[src/rtl/serial_add_ctrl_pkg.sv]
// Shared definitions for the bit-serial adder/subtractor controller.
package serial_add_ctrl_pkg;

  // Default operand/result width in bits.
  localparam int DEFAULT_WIDTH = 8;

  // Controller states.
  typedef enum logic [1:0] {
    ST_IDLE = 2'd0,
    ST_RUN  = 2'd1,
    ST_DONE = 2'd2
  } state_t;

endpackage : serial_add_ctrl_pkg

[src/rtl/serial_add_ctrl_fa_bit.sv]
// One-bit full adder used as the serial arithmetic element.
module fa_bit (
  input  logic a,
  input  logic b,
  input  logic ci,
  output logic s,
  output logic co
);

  // Sum and carry of three input bits.
  always_comb begin
    s  = a ^ b ^ ci;
    co = (a & b) | (a & ci) | (b & ci);
  end

endmodule : fa_bit

[src/rtl/serial_add_ctrl.sv]
// Bit-serial add/subtract controller: one result bit per RUN cycle, LSB first.
//
// Handshake: start is a level request sampled only in IDLE. The cycle after
// the accepting edge busy rises and stays high for exactly WIDTH cycles; done
// then pulses for one cycle with sum/cout/overflow already valid. Requests
// seen in RUN or DONE are dropped (no queuing), and results hold until the
// next completion.
module serial_add_ctrl
  import serial_add_ctrl_pkg::*;
#(
  parameter int WIDTH = DEFAULT_WIDTH
) (
  input  logic             clk,
  input  logic             rst_n,
  input  logic             start,
  input  logic [WIDTH-1:0] a,
  input  logic [WIDTH-1:0] b,
  input  logic             cin,
  input  logic             sub,
  output logic             busy,
  output logic             done,
  output logic [WIDTH-1:0] sum,
  output logic             cout,
  output logic             overflow
);

  localparam int CNT_W = (WIDTH > 1) ? $clog2(WIDTH) : 1;
  localparam logic [CNT_W-1:0] CNT_LAST = CNT_W'(WIDTH - 1);

  state_t           state_q, state_d;
  logic [CNT_W-1:0] cnt_q, cnt_d;
  logic [WIDTH-1:0] a_sh_q, a_sh_d;
  logic [WIDTH-1:0] b_sh_q, b_sh_d;
  logic [WIDTH-1:0] res_sh_q, res_sh_d;
  logic             carry_q, carry_d;
  logic [WIDTH-1:0] sum_q, sum_d;
  logic             cout_q, cout_d;
  logic             ovf_q, ovf_d;

  logic fa_s, fa_co;
  logic accept;
  logic last_bit;

  fa_bit u_fa (
    .a  (a_sh_q[0]),
    .b  (b_sh_q[0]),
    .ci (carry_q),
    .s  (fa_s),
    .co (fa_co)
  );

  assign accept   = (state_q == ST_IDLE) && start;
  assign last_bit = (cnt_q == CNT_LAST);

  // Next-state and status outputs; status is decoded straight from the state.
  always_comb begin
    state_d = state_q;
    busy    = 1'b0;
    done    = 1'b0;
    unique case (state_q)
      ST_IDLE: if (start) state_d = ST_RUN;
      ST_RUN: begin
        busy = 1'b1;
        if (last_bit) state_d = ST_DONE;
      end
      ST_DONE: begin
        done    = 1'b1;
        state_d = ST_IDLE;
      end
      default: state_d = ST_IDLE;
    endcase
  end

  // Datapath next values: operand capture on accept, one bit per RUN cycle.
  always_comb begin
    cnt_d    = cnt_q;
    a_sh_d   = a_sh_q;
    b_sh_d   = b_sh_q;
    res_sh_d = res_sh_q;
    carry_d  = carry_q;
    sum_d    = sum_q;
    cout_d   = cout_q;
    ovf_d    = ovf_q;
    if (accept) begin
      // Subtraction is a + ~b + 1: invert B and seed the carry with 1.
      a_sh_d  = a;
      b_sh_d  = sub ? ~b : b;
      carry_d = sub ? 1'b1 : cin;
      cnt_d   = '0;
    end else if (state_q == ST_RUN) begin
      a_sh_d   = a_sh_q >> 1;
      b_sh_d   = b_sh_q >> 1;
      res_sh_d = {fa_s, res_sh_q[WIDTH-1:1]};
      carry_d  = fa_co;
      // Counter holds at its last value so it never wraps.
      cnt_d    = last_bit ? cnt_q : cnt_q + CNT_W'(1);
      if (last_bit) begin
        // carry_q here is the carry into the MSB, fa_co the carry out of it.
        sum_d  = {fa_s, res_sh_q[WIDTH-1:1]};
        cout_d = fa_co;
        ovf_d  = carry_q ^ fa_co;
      end
    end
  end

  // State and datapath registers with synchronous active-low reset.
  always_ff @(posedge clk) begin
    if (!rst_n) begin
      state_q  <= ST_IDLE;
      cnt_q    <= '0;
      a_sh_q   <= '0;
      b_sh_q   <= '0;
      res_sh_q <= '0;
      carry_q  <= 1'b0;
      sum_q    <= '0;
      cout_q   <= 1'b0;
      ovf_q    <= 1'b0;
    end else begin
      state_q  <= state_d;
      cnt_q    <= cnt_d;
      a_sh_q   <= a_sh_d;
      b_sh_q   <= b_sh_d;
      res_sh_q <= res_sh_d;
      carry_q  <= carry_d;
      sum_q    <= sum_d;
      cout_q   <= cout_d;
      ovf_q    <= ovf_d;
    end
  end

  assign sum      = sum_q;
  assign cout     = cout_q;
  assign overflow = ovf_q;

endmodule : serial_add_ctrl

[config.mk]
export PLATFORM = sky130hd
export DESIGN_NAME = serial_add_ctrl
export DESIGN_NICKNAME = d
export VERILOG_FILES = /design/src/rtl/serial_add_ctrl_pkg.sv /design/src/rtl/serial_add_ctrl_fa_bit.sv /design/src/rtl/serial_add_ctrl.sv
export SDC_FILE = /design/constraint.sdc
export NUM_CORES = 1
export LEC_CHECK = 0
export CAP_MARGIN = 10
export CORE_MARGIN = 2
export CORE_UTILIZATION = 50
export CTS_CLUSTER_DIAMETER = 120
export DETAILED_ROUTE_END_ITERATION = 7
export MAX_ROUTING_LAYER = met4
export PLACE_DENSITY = 0.85
export SETUP_SLACK_MARGIN = 0.4
export SLEW_MARGIN = 20
export SYNTH_ARGS = -nofsm -noshare
export SYNTH_HDL_FRONTEND = slang
export SYNTH_HIERARCHICAL = 1
export SYNTH_SLANG_ARGS = --single-unit
export TNS_END_PERCENT = 50
[constraint.sdc]
create_clock -name clk -period 1.5 [get_ports clk]
set_input_delay 0.3 -clock clk [delete_from_list [all_inputs] [get_ports clk]]
set_output_delay 0.3 -clock clk [all_outputs]
set_load 0.01 [all_outputs]
== Word-level counts from Yosys, hierarchy flattened ==
Cells that the tools add are included.
Widths: inputs -> output; s select.

* Output and inout bits: 12
* Register bits: 40
* Input bits: 21

* Reductions and logical operators: 8
* Mux-type cells: 13
* Bitwise operators: 12
* Add/subtract/negate cells: 1
* Equal/unequal tests: 5

{| class="wikitable"
|+ Operator list
! cell !! number
|-
| $mux 8 || 5
|-
| $not 8->8 || 1
|-
| $reduce_and 2->1 || 3
|-
| $mux 1 || 5
|-
| $mux 2 || 2
|-
| $ne 2x2->1 const B || 2
|-
| $pmux 2 s2 || 1
|-
| $add 3x1->3 const B || 1
|-
| $and 1x1->1 || 3
|-
| $eq 3x3->1 const B || 1
|-
| $not 1->1 || 3
|-
| $reduce_and 3->1 || 1
|-
| $xor 1x1->1 || 3
|-
| $eq 2x1->1 const B || 1
|-
| $eq 2x2->1 const B || 1
|-
| $logic_not 2->1 || 1
|-
| $or 1x1->1 || 2
|-
| $reduce_bool 2->1 || 1
|-
| $reduce_or 2->1 || 1
|-
| $logic_and 1x1->1 || 1
|}

== Depth between registers and ports, before layout ==
* Depth after elaboration: 5
* Gate-level depth with buffers: 6

== Cells and area by module ==
The synthesis kept the hierarchy.

{| class="wikitable"
|+ Modules (own cells, without submodules)
! module !! seq. area each (sq um) !! instances !! area each (sq um) !! cells an instance
|-
| serial_add_ctrl || 780.7 || 1 || 1,637.8 || 193
|-
| fa_bit || 0.0 || 1 || 20.0 || 1
|}

== Least setup slack after synthesis ==
No wires, ideal clock.

* Path kind: flip-flop to flip-flop
* From: reg cnt_q[0]
* To: reg ovf_q, in the netlist overflow
* Data arrival time: 1,231 ps
* Period minus slack after synthesis: 1,317 ps
* Setup slack: 183 ps
* Data required time: 1,414 ps
* Buffers on the path: 1
* Stages on the path, launching flop included: 6
* Cell sequence: dfxtp_1 > ha_1 > ha_1 > and3b_1 > buf_4 > a211oi_1

* Word-level cells in the longest chain between the ends: 2

{| class="wikitable"
|+ Ends and longest elaborated chain
! element !! line !! source
|-
| from (decl) || serial_add_ctrl.sv:31 || <nowiki>logic [CNT_W-1:0] cnt_q, cnt_d;</nowiki>
|-
| from (signal assigned) || serial_add_ctrl.sv:120 || <nowiki>cnt_q <= cnt_d;</nowiki>
|-
| $eq 3x3->1 || serial_add_ctrl.sv:53 || <nowiki>assign last_bit = (cnt_q == CNT_LAST);</nowiki>
|-
| $reduce_and 3->1 (no source line) || -- ||
|-
| to (signal assigned) || serial_add_ctrl.sv:127 || <nowiki>ovf_q <= ovf_d;</nowiki>
|-
| to (decl) || serial_add_ctrl.sv:38 || <nowiki>logic ovf_q, ovf_d;</nowiki>
|}

No other way between the ends.
A chain may end at the register's enable or synchronous reset.

== Final worst setup path ==
Ends and elaborated chain as after synthesis.

==> metrics.txt <==
Pins Over Slew Limit=0; CP delay by family, top=flip-flops; status=complete, no violations; Simple-Gate Fraction of Synth Area=18.3%; Hold Crit Class=in2reg; Routed WL per cell=between 10 and 15 um; vias after detailed routing=1526; dpl cells=272; global-route wire length before repair=5.85 mm; H-Tree Depth=2; Die Span Y=61.6 um; fill count=225; Area after DPL=around 2100 um^2; # setup viols final=0; synthesized instance count=slightly below 200; PortBufs=32; largest net degree at the start of global routing=19; share of post-route cells with drive strength above 1=35.5%; WS Path Type=reg2reg; drt total wl=3.84 mm; DRC=0; Adder-Cell Fraction of Synth Area=around 2.7%; clk slew on worst S/H paths=between 100 and 150 ps; I/O pin cnt=33; critical path arrival=1660 ps; clock sinks=39; Yosys reg bits=39; worst-path maximum fanout=7; fmax=724 MHz; CTS Buffer Depth=2; period utilization=92.1%; mux cell area share after synthesis=0%; area grow syn2layout=45.1%; Num CTS Buffers=5; max incr delay on CP=360 ps; CP dominant cell by count=ha_4; WP buf/inv=1; hold buffers post-CTS=0; vias in the first global route=1322; worst slew pin tran=234 ps; Post-Synth XOR/XNOR Area=5.28%; all-layer global routing usage=between 20 and 25%; GP Congestion=between 0.7 and 0.8; final hold slack=440 ps; largest family of logic cells by synthesized area=compound AO/OA/AOI/OAI gates; GRT overflow=0; Synth Area in Compound Gates=21.4%; Leakage=0.940 nW; vias per cell=5.34; initial antenna violation count=0; Max-cap violations=0; yosys warns=6; headroom to the max-slew limit=84.3%; area of the die=3790 um^2; Post-layout nets=265; post-layout minimum cycle time=1380 ps; overall power consumption=2.14 mW; core box area=3100 um^2; Initial Util=between 50% and 60%; Synth Cell Area=1660 um^2; Clk Latency, worst-skew pair=approximately 360 ps; RSZ-0062 raised after global routing=true; Final Util=77.5%; synthesized area per cell=approximately 8.5 um^2; n_diodes=0; FP Rows=20; post-route insts no fill=286; Iteration-0 DRC Markers=47; final hold violation count=0; crit end category=flop; CP Cell Sequence=ha_4 > ha_4 > and3b_2 > buf_8 > a211oi_2; Root Buffer=clkbuf_4; Req. time, crit path=1780 ps; library cells used by synthesis=36; Pwr Density=between 800 and 900 nW/um^2; post-synthesis sequential area ratio=47.1%; First-pass DRT Iterations=5; HPWL Detailed=2.36 mm; Post-DRT Antenna Nets=0; Clock Skew=9.08 ps; peak supply drop=0.693 mV; Net Count, Synth=between 200 and 250; Final Cell Area=2400 um^2; Crit-path slowest cell=dfxtp_2; CP startpoint kind=flop; CTS tree=built; die width=61.6 um
-- final cells by class --
class	count	area, um^2	share of cell area, %
Sequential cell	39	801	33.3
Clock buffer	5	37.5	1.56
Clock inverter	3	43.8	1.82
Inverter	5	27.5	1.14
Multi-Input combinational cell	140	946	39.3
Tap cell	44	55.1	2.29
Timing Repair Buffer	50	494	20.6
-- cells in the final DEF (no fill, tap or decap), types with 3 or more instances in the layout --
cell type	instances
nand2_4	3
clkbuf_4	5
a21oi_2	8
nand2_2	4
o21ai_0	10
dfxtp_1	25
clkdlybuf4s50_1	19
nand2_1	44
buf_4	14
buf_6	13
nor2_1	4
o22ai_1	4
xor2_1	8
a21oi_1	18
o221ai_1	6
dfxtp_2	13
-- metrics by stage --
stage / setup TNS, ps / setup slack, ps
floorplan: 0 / 327
global placement: -50.9 / -37.6
detailed placement: -331 / -59.8
CTS: 0 / 152
global route: 0 / 57.1
finish: 0 / 119
-- sequential cells by signal, summed over array words and instances, names as in the netlist --
signal    count
b_sh_q        8
a_sh_q        8
res_sh_q      7
cnt_q         3
overflow      1
state_q       2
cout          1
sum           8
carry_q       1
-- what timing repair did --
action / in CTS / in global routing
setup buffers: 5 / 0
gates cloned: 0 / 1
pin swaps: 5 / 5
setup endpoints to repair: 42 / 45
gates resized for setup: 88 / 24
-- synthesized netlist by cell type --
master     count  area share [%]
o21ai_1        1            0.30
o221ai_1       6             3.2
buf_2          3            0.91
nand2_1       51              12
xor2_1         8             4.2
xnor2_1        2             1.1
a221oi_1       1            0.53
a211oi_1       1            0.45
o211ai_1       1            0.45
nor2b_1        1            0.38
a21o_1         1            0.45
o22ai_1        5             1.9
nor2_1         6             1.4
o21ai_0       11             3.3
a21oi_1       26             7.8
nand3_1        2            0.60
nand2b_1       2            0.75
buf_4          4             1.8
ha_1           2             1.5
nand3b_2       1            0.68
and3_1         1            0.38
clkbuf_1       3            0.68
nor3b_2        1            0.75
inv_2          1            0.23
or4b_1         1            0.60
dfxtp_1       39              47
clkinv_1       2            0.45
o2bb2ai_1      2             1.1
fa_1           1             1.2
buf_6          1            0.68
o31ai_1        1            0.45
a22oi_1        1            0.45
o21ba_4        1            0.98
and4bb_1       1            0.75
and3b_1        1            0.53
inv_1          2            0.45
-- logic make-up (layout without fill, tap and decap cells) --
family          after synthesis  count (layout)
flops                        39              39
simple gates                 68              68
buf+inv                      16              63
fa+ha+maj                     3               3
compound gates               58              59
xor+xnor                     10              10
-- where the power goes --
part           internal [mW]  total [mW]  switching (mW)
Sequential              1.08        1.11          0.0305
Clock                  0.351       0.721           0.370
Combinational          0.159       0.303           0.144
Total                   1.59        2.14           0.545
-- path summary, 6_finish.rpt --
| path | from | end | slack, ps | cells past startpoint |
|---|---|---|---|---|
| hold reg to reg | res_sh_q[1]$_SDFFE_PN0P_ | sum[0]$_SDFFE_PN0P_ | 470 | 2 |
| setup / recovery | cnt_q[0]$_SDFFE_PP0P_ | overflow$_SDFFE_PN0P_ | 120 | 5 |
| setup reg to reg | cnt_q[0]$_SDFFE_PP0P_ | overflow$_SDFFE_PN0P_ | 120 | 5 |
| hold / removal | start | b_sh_q[7]$_SDFFE_PN0P_ | 440 | 4 |
-- metal layers --
metal / up-vias / share of wire, % / global-route usage (%) / wire, um
met5: - / 0 / - / 0
met1: 709 / 45 / 27.0 / 1720
met4: 0 / 1.6 / 7.29 / 63
met3: 8 / 4.4 / 6.30 / 169
li1: 761 / - / - / -
met2: 48 / 49 / 34.1 / 1890
-- worst min-delay path, delay by kind of cell --
kind | cells | cell delay (ps)
buffers and inverters | 1 | 170
AOI/OAI and AO/OA | 1 | 60
and+or+nand+nor | 2 | 230
No activity file was read; power rests on OpenSTA's default activity.
